===== src/rtl/uart_pkg.sv =====
`default_nettype none
// ============================================================================
// Module      : uart_pkg
// Description : Shared UART types and constants (receiver and transmitter).
// Revision    : 1.0 - initial release
// ============================================================================
package uart_pkg;

   localparam int WORD_LENGTH        = 8;
   localparam int DEFAULT_OVERSAMPLE = 16;

   typedef enum logic [1:0] {
      IDLE  = 2'd0,
      START = 2'd1,
      DATA  = 2'd2,
      STOP  = 2'd3
   } state_t;

   // Counter value at which the start bit is at its midpoint.
   function automatic int mid_sample_count(input int oversample);
      return (oversample / 2) - 1;
   endfunction

endpackage
`default_nettype wire


===== src/rtl/uart_sync.sv =====
`default_nettype none
// ============================================================================
// Module      : uart_sync
// Description : Two-flop synchronizer for an idle-high asynchronous line.
// Revision    : 1.0 - initial release
// ============================================================================
module uart_sync (
   input  logic i_clock,
   input  logic i_reset,
   input  logic i_d,
   output logic o_q
);

   logic r_meta;
   logic r_sync;

   always_ff @(posedge i_clock) begin
      if (i_reset) begin
         r_meta <= 1'b1;
         r_sync <= 1'b1;
      end else begin
         r_meta <= i_d;
         r_sync <= r_meta;
      end
   end

   assign o_q = r_sync;

endmodule
`default_nettype wire


===== src/rtl/uart_rx.sv =====
`default_nettype none
// ============================================================================
// Module      : uart_rx
// Description : Oversampling UART receiver with one-deep holding register.
// Revision    : 1.0 - initial release
// ============================================================================
module uart_rx #(
   parameter int OVERSAMPLE  = uart_pkg::DEFAULT_OVERSAMPLE,
   parameter int WORD_LENGTH = uart_pkg::WORD_LENGTH
) (
   input  logic       i_clock,
   input  logic       i_reset,
   input  logic       i_ce,
   input  logic       i_rx,
   input  logic       i_re,
   output logic [7:0] o_data,
   output logic       o_valid,
   output logic       o_ferr,
   output logic       o_ovr,
   output logic       o_busy
);

   import uart_pkg::*;

   localparam int c_cnt_w = $clog2(OVERSAMPLE);
   localparam int c_bit_w = $clog2(WORD_LENGTH);

   localparam logic [c_cnt_w-1:0] c_cnt_half = c_cnt_w'(mid_sample_count(OVERSAMPLE));
   localparam logic [c_cnt_w-1:0] c_cnt_last = c_cnt_w'(OVERSAMPLE - 1);
   localparam logic [c_bit_w-1:0] c_bit_last = c_bit_w'(WORD_LENGTH - 1);

   state_t                   r_state;
   logic [c_cnt_w-1:0]       r_cnt;
   logic [c_bit_w-1:0]       r_bit;
   logic [WORD_LENGTH-1:0]   r_shift;
   logic [7:0]               r_data;
   logic                     r_valid;
   logic                     r_ferr;
   logic                     r_ovr;
   logic                     r_busy;

   logic                     w_rx_s;
   logic [7:0]               w_word;

   uart_sync u_sync (
      .i_clock (i_clock),
      .i_reset (i_reset),
      .i_d     (i_rx),
      .o_q     (w_rx_s)
   );

   // The holding register is always a byte wide regardless of frame length.
   generate
      if (WORD_LENGTH >= 8) begin : g_word_trunc
         assign w_word = r_shift[7:0];
      end else begin : g_word_pad
         assign w_word = {{(8 - WORD_LENGTH){1'b0}}, r_shift};
      end
   endgenerate

   always_ff @(posedge i_clock) begin
      if (i_reset) begin
         r_state <= IDLE;
         r_cnt   <= '0;
         r_bit   <= '0;
         r_shift <= '0;
         r_data  <= '0;
         r_valid <= 1'b0;
         r_ferr  <= 1'b0;
         r_ovr   <= 1'b0;
         r_busy  <= 1'b0;
      end else begin
         r_ferr <= 1'b0;
         r_ovr  <= 1'b0;

         // A read acknowledge is overridden below if a new byte lands this cycle.
         if (i_re && r_valid) begin
            r_valid <= 1'b0;
         end

         if (i_ce) begin
            case (r_state)
               IDLE: begin
                  if (!w_rx_s) begin
                     r_state <= START;
                     r_cnt   <= '0;
                     r_busy  <= 1'b1;
                  end
               end

               START: begin
                  if (r_cnt == c_cnt_half) begin
                     r_cnt <= '0;
                     if (!w_rx_s) begin
                        r_state <= DATA;
                        r_bit   <= '0;
                     end else begin
                        r_state <= IDLE;
                        r_busy  <= 1'b0;
                     end
                  end else begin
                     r_cnt <= r_cnt + 1'b1;
                  end
               end

               DATA: begin
                  if (r_cnt == c_cnt_last) begin
                     r_cnt   <= '0;
                     r_shift <= {w_rx_s, r_shift[WORD_LENGTH-1:1]};
                     if (r_bit == c_bit_last) begin
                        r_state <= STOP;
                        r_bit   <= '0;
                     end else begin
                        r_bit <= r_bit + 1'b1;
                     end
                  end else begin
                     r_cnt <= r_cnt + 1'b1;
                  end
               end

               STOP: begin
                  if (r_cnt == c_cnt_last) begin
                     r_cnt   <= '0;
                     r_state <= IDLE;
                     r_busy  <= 1'b0;
                     if (w_rx_s) begin
                        if (!r_valid || i_re) begin
                           r_data  <= w_word;
                           r_valid <= 1'b1;
                        end else begin
                           r_ovr <= 1'b1;
                        end
                     end else begin
                        r_ferr <= 1'b1;
                     end
                  end else begin
                     r_cnt <= r_cnt + 1'b1;
                  end
               end

               default: begin
                  r_state <= IDLE;
                  r_cnt   <= '0;
                  r_bit   <= '0;
                  r_busy  <= 1'b0;
               end
            endcase
         end
      end
   end

   assign o_data  = r_data;
   assign o_valid = r_valid;
   assign o_ferr  = r_ferr;
   assign o_ovr   = r_ovr;
   assign o_busy  = r_busy;

endmodule
`default_nettype wire


===== config.mk =====
export PLATFORM = sky130hd
export DESIGN_NAME = uart_rx
export DESIGN_NICKNAME = d
export VERILOG_FILES = /design/src/rtl/uart_pkg.sv /design/src/rtl/uart_sync.sv /design/src/rtl/uart_rx.sv
export SDC_FILE = /design/constraint.sdc
export NUM_CORES = 1
export LEC_CHECK = 0
export CORE_MARGIN = 8
export CORE_UTILIZATION = 40
export CTS_BUF_LIST = sky130_fd_sc_hd__clkbuf_16
export CTS_CLUSTER_SIZE = 25
export DETAILED_ROUTE_END_ITERATION = 12
export PLACE_DENSITY = 0.61
export RECOVER_POWER = 50
export REMOVE_ABC_BUFFERS = 1
export SLEW_MARGIN = 10
export SYNTH_ARGS = -nofsm -noshare
export SYNTH_HDL_FRONTEND = slang
export SYNTH_SLANG_ARGS = --single-unit

===== constraint.sdc =====
create_clock -name i_clock -period 2.45 [get_ports i_clock]
set_input_delay 0.6125 -clock i_clock [delete_from_list [all_inputs] [get_ports i_clock]]
set_output_delay 0.6125 -clock i_clock [all_outputs]
set_load 0.01 [all_outputs]

==> results.md <==
| Group | Metric | Value |
|:---|:---|:---|
| run status | Status | finished, final reports clean |
| final layout | Final nets | 158 |
| detailed routing | Routed wire length | 2417 µm |
| clock network | Clk_lat worst skew | 0.27 ns |
| placed design | Routability congestion estimate | 0.7539 |
| yosys | EDFF count, synth | 0 |
| timing | Setup violators final | 0 |
| yosys | Synth Warn # | 0 |
| yosys | Gate Count Post-Synth | 131 |
| power | Internal power | 885.3 µW |
| yosys | Area contributors post-synth | sky130_fd_sc_hd__dfxtp_1, sky130_fd_sc_hd__mux2i_1, sky130_fd_sc_hd__nor2_1 |
| yosys | Share of cell area taken by muxes after synthesis | 0.1368 |
| final layout | Share of final-layout standard cells stronger than drive strength 1 | 0.09272 |
| floorplan | Number of placed I/O pins | 17 |
| yosys | Portion of synthesized cell area occupied by the leading cell type | 0.4710 |
| floorplan | Core region area | 0.003258 mm² |
| setup path | Critical path arrival | 2.25 ns |
| setup path | Critical path fanouts, max | 10 |
| yosys | Post-synth top flop | sky130_fd_sc_hd__dfxtp_1 |
| job | Total of max-cap violations | 0 |
| floorplan | Die Ht | 73.39 µm |
| yosys | Adder-Cell Fraction of Synth Area | 0.02849 |
| clock network | Buffer levels on the longest clock path | 2 |
| yosys | Complex-gate fraction of the synthesized area | 0.09307 |
| clock network | CTS Hold Bufs | 0 |
| yosys | Most frequent cell after synthesis | sky130_fd_sc_hd__dfxtp_1 |
| final layout | Ant diodes | 0 |
| power | Power density over the cells | 672.1 mW/mm² |
| timing | Tightest slew margin relative to the limit | 0.5569 |
| yosys | Sequential cell area fraction in the yosys report | 0.4710 |
| power | Combinational share of power | 0.027 |
| yosys | Yosys top cell by area | sky130_fd_sc_hd__dfxtp_1 |
| yosys | Xor and xnor area share after synthesis | 0 |
| clock network | Post-CTS repair timing setup buffer count | 0 |
| power | Switching share of power | 0.1920 |
| yosys | Post-synthesis instance area | 0.001318 mm² |
| timing | Setup slack of the critical path after layout | 0.3589 ns |
| placed design | DP Wirelength | 1753 µm |
| clock network | Number of sinks driven by the clock tree | 31 |
| clock network | Clock transition at the registers of the reported paths | 0.05 ns |
| power | Leak | 0.0006021 µW |
| setup path | Type of origin of the critical path | input port |
| yosys | Main combinational cell family by area after synthesis | simple AND/OR/NAND/NOR gates |
| timing | Min cycle time layout | 2.091 ns |
| global routing | Initial antenna violation count | 0 |
| timing | Worst clock skew | 0.002408 ns |
| global routing | Maximum number of pins on one net before global-route repair | 18 |
| timing | Count of endpoints failing hold in the final timing report | 0 |
| timing | Max Clock Freq | 0.4782 GHz |
| power | Switching power summed over all nets | 210.4 µW |
| floorplan | Initial Util | 0.4044 |
| detailed routing | Antenna Violating Nets Remaining | 0 |
| worst hold path | Class of the tightest hold or removal check | flop to flop |
| timing | Transition time at the pin with the least slew margin | 0.6647 ns |
| placed design | Worst slack at placement | 0.2810 ns |
| timing | Worst-case hold slack | 0.4038 ns |
| setup path | Sort of element at the end of the critical path | flop |
| timing | Tcrit/Tclk final | 0.8535 |
| yosys | Post-Syn Area per Cell | 10.06 µm² |
| timing | Setup TNS | 0 ns |
| global routing | Total congestion overflow | 0 |
| detailed routing | Final routed DRC violation total | 0 |
| clock network | Clock tree from TritonCTS | yes |
| global routing | GRT Overall Usage | 0.09568 |
| power | Sequential group share of total power | 0.466 |
| clock network | Clock tree root buffer cell | sky130_fd_sc_hd__clkbuf_16 |
| power | Worst IR drop on VDD | 0.0004736 V |
| power | Share of power burned in the clock network | 0.507 |
| floorplan | Die Footprint | 0.005386 mm² |
| clock network | Total number of H-tree levels | 2 |
| detailed routing | Via count of the routed design | 981 |
| detailed routing | DRT iter0 DRCs | 33 |
| yosys | Post-synth top cells | sky130_fd_sc_hd__dfxtp_1, sky130_fd_sc_hd__nor2_1, sky130_fd_sc_hd__mux2i_1, sky130_fd_sc_hd__a21o_1, sky130_fd_sc_hd__nand2_1 |
| final layout | Layout area overhead | 23.74% |
| yosys | Simple logic cell fraction of the synthesized area | 0.2203 |
| floorplan | Num rows | 21 |
| setup path | Data required time of the critical path | 2.60 ns |
| placed design | Number of buffers inserted by port buffering | 16 |
| yosys | Async set-or-reset flop fraction in the synthesized netlist | 0 |
| global routing | Number of global-route vias before repair | 924 |
| detailed routing | Number of vias per cell after detailed routing | 4.980 |
| detailed routing | Detail-routed net length per standard cell | 12.27 µm |
| detailed routing | Number of detailed-routing iterations run before antenna repair | 5 |
| yosys | Number of distinct library cell variants in the gate-level netlist after synthesis | 38 |
| floorplan | Horiz. Die Dim | 73.39 µm |
| timing | Final slew viol count | 0 |
| clock network | Number of buffers created by CTS | 5 |
| clock network | Post-cts sizing count | 0 |
| setup path | Crit path kind | input port to flop |
| yosys | Seq cells post-synth | 31 |
| global routing | First-pass GRT wire length | 4002 µm |
| timing | Unrepaired setup endpoints after global routing | false |
power groups by stage:
stage | clock, µW | combinational, µW | sequential [µW]
floorplan | 0 | 9.27 | 520
global placement | 0 | 31.6 | 520
detailed placement | 0 | 32.0 | 520
CTS | 573 | 32.0 | 510
global route | 593 | 32.5 | 510
finish | 555 | 29.8 | 511
final timing paths:
path         cells past startpoint    endpoint          start  slack [ns]
max                              6    r_bit[2]           i_ce        0.36
min                              1  u_sync.o_q  u_sync.r_meta        0.40
max reg2reg                      6   o_data[1]       r_cnt[0]        0.68
min reg2reg                      1  u_sync.o_q  u_sync.r_meta        0.40
logic make-up (layout without fill, tap and decap cells):
group	after synthesis	count (layout)
flip-flops	31	31
adder cells (fa/ha/maj)	3	3
AO/OA/AOI/OAI	17	17
multiplexers	18	18
AND/OR/NAND/NOR	52	52
buffers and inverters	10	30
flip-flops by register name (all words and copies together), names as in the netlist, named ones only:
register	count
u_sync.o_q	1
r_cnt	4
r_state	1
o_ferr	1
o_data	8
u_sync.r_meta	1
o_ovr	1
r_shift	8
o_valid	1
r_bit	3
o_busy	1
worst max-delay path: stages:
cell and delay (ns):
sky130_fd_sc_hd__clkdlybuf4s50_1 0.48, sky130_fd_sc_hd__clkbuf_1 0.31, sky130_fd_sc_hd__nand3_2 0.17, sky130_fd_sc_hd__a21oi_1 0.38, sky130_fd_sc_hd__mux2i_1 0.23, sky130_fd_sc_hd__nor2_1 0.05
final cells by class:
cell class,count,area (µm²)
Clock buffer,5,125.1
Clock inverter,3,11.26
Fill cell,326,1628
Inverter,2,7.507
Multi-Input combinational cell,90,625.6
Sequential cell,31,620.6
Tap cell,46,57.56
Timing Repair Buffer,20,182.7
through the flow:
| stage | area, µm² | std cells | total power, µW | util |
|---|---|---|---|---|
| floorplan | 1259 | 123 | 529.2 | - |
| global placement | 1513 | 189 | 552.0 | 0.4643 |
| detailed placement | 1513 | 189 | 552.4 | 0.4643 |
| CTS | 1649 | 197 | 1115 | 0.5061 |
| global route | 1630 | 197 | 1136 | 0.5004 |
| finish | 1630 | 197 | 1096 | 0.5004 |
per-layer routing:
metal | GRT usage | up-vias | wire length (µm)
met3 | 0.03683 | 5 | 97
met5 | 0 | - | 0
li1 | - | 504 | -
met2 | 0.1430 | 14 | 1103
met1 | 0.1142 | 458 | 1180
met4 | 0.05322 | 0 | 36
layout by cell type (no fill, tap or decap), types with 2 or more instances in the layout:
cell / instances
sky130_fd_sc_hd__a21oi_1: 4
sky130_fd_sc_hd__or2_2: 2
sky130_fd_sc_hd__dfxtp_1: 31
sky130_fd_sc_hd__clkinv_1: 2
sky130_fd_sc_hd__ha_1: 3
sky130_fd_sc_hd__nor2_1: 21
sky130_fd_sc_hd__nand3_1: 2
sky130_fd_sc_hd__clkbuf_1: 2
sky130_fd_sc_hd__a21o_1: 4
sky130_fd_sc_hd__nand2_1: 4
sky130_fd_sc_hd__clkdlybuf4s50_1: 8
sky130_fd_sc_hd__dlygate4sd3_1: 8
sky130_fd_sc_hd__buf_4: 2
sky130_fd_sc_hd__nand2b_1: 3
sky130_fd_sc_hd__nor4b_1: 2
sky130_fd_sc_hd__a211oi_1: 2
sky130_fd_sc_hd__nand4_1: 3
sky130_fd_sc_hd__clkbuf_16: 5
sky130_fd_sc_hd__nand3b_1: 2
sky130_fd_sc_hd__mux2i_1: 18
sky130_fd_sc_hd__nor3_1: 2
sky130_fd_sc_hd__inv_1: 3
No activity file was read; power rests on OpenSTA's default activity.
